`src/rtl/io_map_pkg.sv`:
```
// io_map_pkg
// Shared I/O map for the processor's port-mapped bus: default port IDs,
// status register bit positions and the TX drain FSM state encoding.
// Ports: none (package only).
package io_map_pkg;

   // Default port IDs; the responder takes these as parameter defaults.
   localparam logic [7:0] DEF_STATUS_PORT = 8'h00;
   localparam logic [7:0] DEF_UART_PORT   = 8'h01;
   localparam logic [7:0] DEF_GPO_PORT    = 8'h02;

   // Status register bit positions (bits 7..5 read as zero).
   localparam int ST_RX_PRESENT = 0;
   localparam int ST_FIFO_FULL  = 1;
   localparam int ST_FIFO_EMPTY = 2;
   localparam int ST_OVERFLOW   = 3;
   localparam int ST_TX_FULL    = 4;

   // TX drain FSM states.
   typedef enum logic [1:0] {
      IDLE  = 2'd0,
      ISSUE = 2'd1,
      HOLD  = 2'd2
   } drain_state_t;

endpackage

```
`src/rtl/io_tx_fifo.sv`:
```
// io_tx_fifo
// Small circular-buffer FIFO with read/write pointers and an occupancy count.
// A push while full is accepted only if a pop happens in the same cycle;
// otherwise it is dropped and reported on 'overflow' for that cycle.
// A pop while empty is ignored.
// Ports:
//   clk, reset     clock, asynchronous active-high reset
//   push, push_data   write request and data
//   pop               remove head entry
//   head_data         current head entry (valid when !empty)
//   full, empty       occupancy flags
//   count             entries held, 0..DEPTH
//   overflow          one-cycle flag: push was dropped
module io_tx_fifo #(
   parameter int DEPTH = 4,
   parameter int WIDTH = 8
) (
   input  logic                       clk,
   input  logic                       reset,
   input  logic                       push,
   input  logic [WIDTH-1:0]           push_data,
   input  logic                       pop,
   output logic [WIDTH-1:0]           head_data,
   output logic                       full,
   output logic                       empty,
   output logic [$clog2(DEPTH):0]     count,
   output logic                       overflow
);

   localparam int AW = $clog2(DEPTH);

   logic [WIDTH-1:0] mem [DEPTH];
   logic [AW-1:0]    wr_ptr;
   logic [AW-1:0]    rd_ptr;
   logic             pop_ok;
   logic             push_ok;

   assign full      = (count == (AW+1)'(DEPTH));
   assign empty     = (count == '0);
   assign head_data = mem[rd_ptr];

   // A same-cycle pop frees the slot the push needs.
   assign pop_ok   = pop && !empty;
   assign push_ok  = push && (!full || pop_ok);
   assign overflow = push && !push_ok;

   // DEPTH is a power of two, so pointers wrap by natural rollover.
   always_ff @(posedge clk or posedge reset) begin
      if (reset) begin
         wr_ptr <= '0;
         rd_ptr <= '0;
         count  <= '0;
      end else begin
         if (push_ok) wr_ptr <= wr_ptr + 1'b1;
         if (pop_ok)  rd_ptr <= rd_ptr + 1'b1;
         case ({push_ok, pop_ok})
            2'b10:   count <= count + 1'b1;
            2'b01:   count <= count - 1'b1;
            default: count <= count;
         endcase
      end
   end

   // Storage needs no reset; pointers and count define what is valid.
   always_ff @(posedge clk) begin
      if (push_ok) mem[wr_ptr] <= push_data;
   end

endmodule

```
`src/rtl/io_port_responder.sv`:
```
// io_port_responder
// Responder end of the PicoBlaze-style I/O bus between the processor and
// rs232_uart. Decodes port IDs, returns registered read data, acknowledges
// UART RX reads, stages TX bytes in a FIFO drained into the UART, and holds
// a general-purpose output register plus a sticky TX overflow flag.
// Ports:
//   clk, reset              clock, asynchronous active-high reset
//   IO_port_ID              port ID from processor
//   IO_write_data           write data from processor
//   IO_write_strobe         one-cycle write strobe
//   IO_read_strobe          one-cycle read strobe
//   IO_read_data            registered read data (valid 1 cycle after port ID)
//   uart_rx_data            UART received byte
//   uart_rx_data_present    UART has received data
//   uart_read_rx_data_ack   one-cycle pop pulse to UART RX
//   uart_tx_data            byte to UART TX (holds last value)
//   uart_write_tx_data      one-cycle write pulse to UART TX
//   uart_tx_buffer_full     UART TX buffer full
//   gpo                     general-purpose output register
//   tx_overflow             sticky TX overflow flag
module io_port_responder
   import io_map_pkg::*;
#(
   parameter logic [7:0] STATUS_PORT   = DEF_STATUS_PORT,
   parameter logic [7:0] UART_PORT     = DEF_UART_PORT,
   parameter logic [7:0] GPO_PORT      = DEF_GPO_PORT,
   parameter int         TX_FIFO_DEPTH = 4
) (
   input  logic       clk,
   input  logic       reset,
   input  logic [7:0] IO_port_ID,
   input  logic [7:0] IO_write_data,
   input  logic       IO_write_strobe,
   input  logic       IO_read_strobe,
   output logic [7:0] IO_read_data,
   input  logic [7:0] uart_rx_data,
   input  logic       uart_rx_data_present,
   output logic       uart_read_rx_data_ack,
   output logic [7:0] uart_tx_data,
   output logic       uart_write_tx_data,
   input  logic       uart_tx_buffer_full,
   output logic [7:0] gpo,
   output logic       tx_overflow
);

   localparam int CW = $clog2(TX_FIFO_DEPTH) + 1;

   drain_state_t    state;
   drain_state_t    state_next;

   logic            fifo_push;
   logic            fifo_pop;
   logic [7:0]      fifo_head;
   logic            fifo_full;
   logic            fifo_empty;
   logic [CW-1:0]   fifo_count;
   logic            fifo_overflow;

   logic            load_tx;
   logic            ovf_clear;
   logic [7:0]      status_byte;
   logic [7:0]      read_mux;

   // ---------------- write decode ----------------
   assign fifo_push = IO_write_strobe && (IO_port_ID == UART_PORT);
   assign ovf_clear = IO_write_strobe && (IO_port_ID == STATUS_PORT)
                      && IO_write_data[ST_OVERFLOW];

   always_ff @(posedge clk or posedge reset) begin
      if (reset) begin
         gpo <= '0;
      end else if (IO_write_strobe && (IO_port_ID == GPO_PORT)) begin
         gpo <= IO_write_data;
      end
   end

   // Set wins over a same-cycle clear so a lost byte is never hidden.
   always_ff @(posedge clk or posedge reset) begin
      if (reset) begin
         tx_overflow <= 1'b0;
      end else if (fifo_overflow) begin
         tx_overflow <= 1'b1;
      end else if (ovf_clear) begin
         tx_overflow <= 1'b0;
      end
   end

   // ---------------- read path ----------------
   always_comb begin
      status_byte                = '0;
      status_byte[ST_RX_PRESENT] = uart_rx_data_present;
      status_byte[ST_FIFO_FULL]  = fifo_full;
      status_byte[ST_FIFO_EMPTY] = fifo_empty;
      status_byte[ST_OVERFLOW]   = tx_overflow;
      status_byte[ST_TX_FULL]    = uart_tx_buffer_full;
   end

   always_comb begin
      read_mux = 8'h00;
      if (IO_port_ID == STATUS_PORT)     read_mux = status_byte;
      else if (IO_port_ID == UART_PORT)  read_mux = uart_rx_data;
      else if (IO_port_ID == GPO_PORT)   read_mux = gpo;
   end

   // Ack is sent even when RX is empty; the UART ignores an empty pop.
   always_ff @(posedge clk or posedge reset) begin
      if (reset) begin
         IO_read_data          <= '0;
         uart_read_rx_data_ack <= 1'b0;
      end else begin
         IO_read_data          <= read_mux;
         uart_read_rx_data_ack <= IO_read_strobe && (IO_port_ID == UART_PORT);
      end
   end

   // ---------------- TX staging FIFO ----------------
   io_tx_fifo #(
      .DEPTH (TX_FIFO_DEPTH),
      .WIDTH (8)
   ) u_tx_fifo (
      .clk       (clk),
      .reset     (reset),
      .push      (fifo_push),
      .push_data (IO_write_data),
      .pop       (fifo_pop),
      .head_data (fifo_head),
      .full      (fifo_full),
      .empty     (fifo_empty),
      .count     (fifo_count),
      .overflow  (fifo_overflow)
   );

   // ---------------- drain FSM ----------------
   always_ff @(posedge clk or posedge reset) begin
      if (reset) begin
         state <= IDLE;
      end else begin
         state <= state_next;
      end
   end

   // HOLD gives the UART a cycle to update tx_buffer_full before the next
   // decision, so the drain runs at most one byte per three cycles.
   always_comb begin
      state_next         = state;
      uart_write_tx_data = 1'b0;
      fifo_pop           = 1'b0;
      load_tx            = 1'b0;
      case (state)
         IDLE: begin
            if ((fifo_count != '0) && !uart_tx_buffer_full) begin
               load_tx    = 1'b1;
               state_next = ISSUE;
            end
         end
         ISSUE: begin
            uart_write_tx_data = 1'b1;
            fifo_pop           = 1'b1;
            state_next         = HOLD;
         end
         HOLD: begin
            state_next = IDLE;
         end
         default: begin
            state_next = IDLE;
         end
      endcase
   end

   // The head is captured on entry to ISSUE; it cannot change before the
   // pop, so the byte presented with the write pulse is the head byte and
   // it stays on the bus afterwards.
   always_ff @(posedge clk or posedge reset) begin
      if (reset) begin
         uart_tx_data <= '0;
      end else if (load_tx) begin
         uart_tx_data <= fifo_head;
      end
   end

endmodule

```
`config.mk`:
```
export PLATFORM = sky130hd
export DESIGN_NAME = io_port_responder
export DESIGN_NICKNAME = d
export VERILOG_FILES = /design/src/rtl/io_map_pkg.sv /design/src/rtl/io_tx_fifo.sv /design/src/rtl/io_port_responder.sv
export SDC_FILE = /design/constraint.sdc
export NUM_CORES = 1
export LEC_CHECK = 0
export ABC_AREA = 1
export BUFFER_PORTS_ARGS = -buffer_cell sky130_fd_sc_hd__buf_2
export CAP_MARGIN = 20
export CORE_ASPECT_RATIO = 1.2
export CORE_MARGIN = 4
export CORE_UTILIZATION = 50
export CTS_CLUSTER_SIZE = 25
export DETAILED_ROUTE_END_ITERATION = 6
export HOLD_SLACK_MARGIN = 0.15
export PLACE_DENSITY_LB_ADDON = 0.3
export RECOVER_POWER = 25
export SLEW_MARGIN = 0
export SYNTH_ARGS = -nofsm -noshare
export SYNTH_HDL_FRONTEND = slang
export SYNTH_SLANG_ARGS = --single-unit
```
`constraint.sdc`:
```
create_clock -name clk -period 2.1 [get_ports clk]
set_input_delay 0.21 -clock clk [delete_from_list [all_inputs] [get_ports clk]]
set_output_delay 0.21 -clock clk [all_outputs]
set_load 0.01 [all_outputs]
```
* After elaboration in Yosys (flattened, before gate mapping)
Memory sizes are Yosys's and may differ from the RTL's. A register that Yosys moved wholly into a read port is not among the register bits.
Index checks and enable logic that the tools add are counted.
** Storage, ports and cells
- Register bits :: 27
- Output and inout port bits :: 27
- Latch bits :: 0
- Memory bits (read-only) :: 0
- Input port bits :: 30
- Memories kept :: 1
- Word-level logic and storage cells :: 53
- Bits in writable memories :: 32
** Operators by class
- Bitwise logic cells :: 0
- Reductions and logical operators :: 20
- Div/mod/pow operators :: 0
- Mux-type cells :: 13
- Shifts and indexed selects :: 0
- Eq/ne operators :: 7
- $add $sub $neg :: 4
- Multiply operators :: 0
- $lt $le $gt $ge :: 0
** Memories
- u_tx_fifo.mem :: depth 4, bits a word 8, read ports 1, clocked after memory_dff 1, wr ports 1, line io_tx_fifo.sv:32 : logic [WIDTH-1:0] mem [DEPTH];
** Operators by type and width (number)
- 8-bit 2-to-1 mux :: 3
- 1-bit logical AND :: 9
- 8-bit by 1-bit == test with 1-bit output (second input constant) :: 1
- 8-bit by 2-bit == test with 1-bit output (second input constant) :: 1
- 8-bit zero test :: 1
- 1-bit 2-to-1 mux :: 7
- 3-bit case mux with 2 select lines :: 1
- 2-bit by 1-bit adder with 2-bit output (second input constant) :: 2
- 2-bit by 1-bit == test with 1-bit output (second input constant) :: 2
- 1-bit zero test :: 4
- 2-bit case mux with 2 select lines :: 1
- 2-bit nonzero test :: 2
- 3-bit by 1-bit adder with 3-bit output (second input constant) :: 1
- 3-bit == test (second input constant) :: 1
- 3-bit zero test :: 1
- 3-bit nonzero test :: 1
- 3-bit by 1-bit subtractor with 3-bit output (second input constant) :: 1
- 2-bit == test (second input constant) :: 1
- 2-bit zero test :: 1
- 2-bit 2-to-1 mux :: 1
- 2-bit inequality test (second input constant) :: 1
- 1-bit logical OR :: 1

* Longest topological paths before layout
- Depth in word-level cells :: 8
- Mapped depth :: 12
- Mapped depth without buffers :: 12

* By module
From an unflattened synthesis, not the netlist that was laid out.
** Unflattened totals
- Cell total of the unflattened synthesis :: 301
- Area, all modules :: 2964.1 µm²
** By module, submodules not included
- io_tx_fifo :: area an instance 1741.7 µm², cells each 151, instances 1, sequential area each 1136.1 µm²
- io_port_responder :: area an instance 1222.4 µm², cells each 150, instances 1, sequential area each 700.7 µm²

* Least setup slack after synthesis
No wires, ideal clock.
- Kind :: register to register
- Start point :: register state[1]
- End point :: memory u_tx_fifo.mem[0][0] (enable)
- Buffers on the path :: 0
- Setup time :: 0.371 ns
- Path slack :: 0.444 ns
- Data required time :: 1.729 ns
- Data arrival time :: 1.285 ns
- Period minus slack after synthesis :: 1.656 ns
- Cell stages (with the launch flop) :: 6
- Cells stage by stage :: dfrtp_1 -> nor2_2 -> nor2_1 -> nor2_4 -> inv_2 -> nor2_1
** Between the ends
- Word-level cells in the longest chain between the ends :: 7
** Ends and longest elaborated chain
- from (decl) :: line io_port_responder.sv:48 : drain_state_t state;
- from (signal assigned) :: line io_port_responder.sv:138 : state <= state_next;
- 2-bit by 1-bit == test with 1-bit output
- 1-bit 2-to-1 mux
- via uart_write_tx_data :: line io_port_responder.sv:40 : output logic uart_write_tx_data,
- 1-bit logical AND :: line io_tx_fifo.sv:43 : assign pop_ok = pop && !empty;
- 1-bit logical OR :: line io_tx_fifo.sv:44 : assign push_ok = push && (!full || pop_ok);
- 1-bit logical AND :: line io_tx_fifo.sv:44
- 1-bit 2-to-1 mux :: line io_tx_fifo.sv:66 : if (push_ok) mem[wr_ptr] <= push_data;
- 1-bit 2-to-1 mux (not written as such) :: line io_tx_fifo.sv:66
- to (decl) :: line io_tx_fifo.sv:32
The timed path passes the listed nets, and every way through them passes these cells.

* Final worst setup path
- Start point :: register u_tx_fifo.count[1]
- End point :: register u_tx_fifo.count[2]
** Between the ends
- Word-level cells in the longest chain between the ends :: 7
- Elaborated cells between the ends (all ways) :: 13
- Classes of those cells :: 2 x add/sub; 3 x eq/ne; 1 x mux; 7 x reduce/logical
** Ends and longest elaborated chain
- from (decl) :: line io_tx_fifo.sv:26 : output logic [$clog2(DEPTH):0] count,
- from (signal assigned) :: line io_tx_fifo.sv:57 : 2'b10: count <= count + 1'b1;
- from (signal assigned) :: line io_tx_fifo.sv:58 : 2'b01: count <= count - 1'b1;
- from (signal assigned) :: line io_tx_fifo.sv:59 : default: count <= count;
- 3-bit zero test :: line io_tx_fifo.sv:39 : assign empty = (count == '0);
- 1-bit zero test :: line io_tx_fifo.sv:43
- 1-bit logical AND :: line io_tx_fifo.sv:43
- 1-bit logical OR :: line io_tx_fifo.sv:44
- 1-bit logical AND :: line io_tx_fifo.sv:44
- 2-bit by 1-bit == test with 1-bit output / 2-bit == test (equally long branches) :: line io_tx_fifo.sv:56 : case ({push_ok, pop_ok})
- 3-bit case mux with 2 select lines / 2-bit nonzero test (equally long branches)
Parallel ways exist; a longest one is shown, timed or not.
A chain may end at the register's enable or synchronous reset.

==> summary.md <==
| Metric | Value |
|---|---|
| Synth Area in Simple Gates | `0.187` |
| Ys async rst share | `0.522` |
| Hold Path Class | `in2reg` |
| Initial antenna violation count | `0` |
| Largest net degree at the start of global routing | `36` |
| Proportion of synthesized area in mux cells | `0.0273` |
| GRT overflow | `0` |
| Die ar. | `0.00717 mm2` |
| Final setup fails | `0` |
| Design Area, Final | `0.00379 mm2` |
| Synth top area cells | `edfxtp_1 33%, dfrtp_1 30%, nand2_1 6.6%, inv_1 4.7%, nor2_1 3.5%` |
| Setup CP Type | `reg2reg` |
| First-pass GRT wire length | `~10,000 um` |
| Hold Buf Count CTS | `18` |
| Clock sinks | `67` |
| CTS root buf | `clkbuf_8` |
| Final net count | `399` |
| GPL Wtd Cong | `0.850` |
| Postcts setup bufs | `0` |
| Chip width | `78.0 um` |
| Fin. max-slew vios | `0` |
| Antenna Violating Nets Remaining | `0` |
| FF+latch count, synth | `67` |
| # fillers | `around 420` |
| Worst path slowest cell | `dfrtp_1` |
| Most frequent cells after synthesis | `52 x nand2_1, 37 x inv_1, 35 x dfrtp_1` |
| Post-Syn Area | `approximately 0.0029 mm2` |
| Synth Flop Type | `dfrtp_1` |
| Max transition margin | `0.417` |
| Layout cells sized above 1 | `0.252` |
| Total routed wirelength | `6160 um` |
| Crit start category | `register` |
| Core Area | `0.00567 mm2` |
| Compound-Gate Fraction of Synth Area | `0.0656` |
| Dominant cell type by area after synthesis | `edfxtp_1` |
| CTS tree | `done` |
| Fin crit share | `0.888` |
| Top delay family on crit path | `simple AND/OR/NAND/NOR gates` |
| Port bufs | `56` |
| CTS resizes | `0` |
| Most frequent CP cell | `inv_1` |
| DIE HEIGHT | `92.0 um` |
| Via density | `4.93` |
| H-Tree Depth | `3` |
| VDD IR-drop max | `0.580 mV` |
| Count leader, synth | `nand2_1` |
| FMAX | `536 MHz` |
| Post-synth top area share | `0.327` |
| Clock slew at reported path FFs | `roughly 0.070 ns` |
| I/O Pins | `57` |
| Mapped Nets | `just over 300` |
| Outcome | `completed` |
| Crit path capture type | `register` |
| WL per Instance | `13.7 um` |
| DP Wirelength | `4350 um` |
| FP Rows | `30` |
| Number of global-route vias before repair | `2,230` |
| Unique cell type count in the Yosys netlist | `35` |
| Worst slew pin tran | `0.874 ns` |
| Max-Cap Viols | `0` |
| Global Route Usage Sum | `0.192` |
| Layout area overhead | `29.2%` |
| Number of flops mapped to enable cells by yosys | `32` |
| Total CTS buffers | `9` |
| # diodes | `0` |
| Crit path max fanout | `4` |
| PD cells | `1090 mW/mm2` |
| DR iter-0 viols | `119` |
| Req. time, crit path | `between 2 and 2.5 ns` |
| Clock Latency Late Sink | `0.34 ns` |
| Via count | `2,215` |
| CTS max path bufs | `2` |
| Worst path cell trace | `inv_1, nand3_2, nand2_1, inv_2, nand2_2, inv_1, fa_1, inv_1, nand3_1, nand3_1, nand2_1` |
| Post-Synth Adder-Cell Area | `0.0239` |
| Leak | `approximately 0.0019 uW` |
| DR pass1 iterations | `4` |
| Clock Skew | `approximately 0.0076 ns` |
| Unrepaired setup endpoints after global routing | `no` |
| Initial core utilization | `0.518` |
| Synth Instances | `275` |
| Xor/xnor cell area share of the yosys netlist | `0.00597` |
| Hold Fails Final Rpt | `0` |
| Largest family of logic cells by synthesized area | `simple AND/OR/NAND/NOR gates` |
| Drt drc | `0` |
| Seq/Total Area, Yosys | `0.625` |
| CP arrival | `2.09 ns` |
| YS warnings | `0` |
| CP bufs+invs | `4` |
| Cell Area, Placed | `roughly 0.0034 mm2` |
| Average size of a mapped cell | `10.7 um2` |
| Setup TNS | `0 ns` |
| Final min period | `1.87 ns` |
| Worst path max stage delay | `0.41 ns` |
-- per-layer routing --
metal	vias to the layer above	global-route usage	wire [um]
met1	1046	0.221	2500
li1	1084	-	-
met5	-	0	0
met2	75	0.332	3210
met3	10	0.0580	356
met4	0	0.0743	91
-- cell families (layout without fill, tap and decap cells) --
logic type	Yosys count	in the layout
AND/OR/NAND/NOR	112	112
flip-flops	67	67
buffers and inverters	47	141
AO/OA/AOI/OAI	34	34
multiplexers	8	8
adder cells (fa/ha/maj)	5	5
XOR/XNOR	2	2
-- tightest hold or removal path: cells and delay by family --
kind,cells,cell delay (ns)
buffers and inverters,2,0.12
and+or+nand+nor,2,0.09
AOI/OAI and AO/OA,1,0.06
-- area by class of cell --
cell class,count,area [um2],share of cell area
clock inverters,6,136,0.0359
flip-flops and latches,67,1840,0.484
multi-input cells,161,908,0.239
clock buffers,10,138,0.0363
well taps,80,100,0.0264
inverters,42,159,0.0419
repair buffers,83,515,0.136
-- placed cells by master, fill, tap and decap left out, types with 4 or more instances in the layout --
master / count
o21ai_0: 17
dlygate4sd3_1: 18
buf_2: 48
clkbuf_1: 8
dfrtp_1: 35
bufinv_16: 4
buf_4: 8
edfxtp_1: 32
mux2i_1: 8
ha_1: 4
inv_1: 37
nand2_1: 52
clkbuf_8: 10
o22ai_1: 10
nand3_1: 15
nor2_1: 27
-- through the flow --
step	instances	hold slack [ns]	power [uW]	setup WS (ns)	utilization
after global routing	449	0.193	4400	0.0864	0.669
final	449	0.182	4130	0.235	0.669
after detailed placement	415	0.337	2720	0.264	0.591
after global placement	415	0.332	2680	0.349	0.591
after floorplan	275	0.309	2420	0.444	-
after CTS	449	0.172	4160	0.247	0.672
-- path summary, 6_finish.rpt --
| path | startpoint | end | slack, ns | cells past startpoint |
|---|---|---|---|---|
| min | uart_rx_data[0] | IO_read_data[0]$_DFF_PP0_ | 0.18 | 5 |
| min reg2reg | state[0]$_DFFE_PP0P_ | state[0]$_DFFE_PP0P_ | 0.49 | 1 |
| min in group asynchronous | reset | uart_tx_data[2]$_DFFE_PP0P_ | 0.67 | 4 |
| max | u_tx_fifo.count[1]$_DFFE_PP0P_ | u_tx_fifo.count[2]$_DFFE_PP0P_ | 0.23 | 11 |
| max reg2reg | u_tx_fifo.count[1]$_DFFE_PP0P_ | u_tx_fifo.count[2]$_DFFE_PP0P_ | 0.23 | 11 |
| max in group asynchronous | reset | u_tx_fifo.wr_ptr[1]$_DFFE_PP0P_ | 0.88 | 4 |
-- sequential cells by signal, summed over array words and instances, names as in the netlist --
register and cells:
gpo 8, u_tx_fifo.rd_ptr 2, IO_read_data 8, u_tx_fifo.mem 32, uart_tx_data 8, uart_read_rx_data_ack 1, state 2, tx_overflow 1
u_tx_fifo.count 3, u_tx_fifo.wr_ptr 2
-- power breakdown --
| group | total (uW) | switching [uW] | internal [uW] |
|---|---|---|---|
| sequential | 1700 | 161 | 1530 |
| combinational | 1010 | 599 | 415 |
| clock | 1420 | 477 | 943 |
| total | 4130 | 1240 | 2890 |
Power figures use the tool's default switching activity.
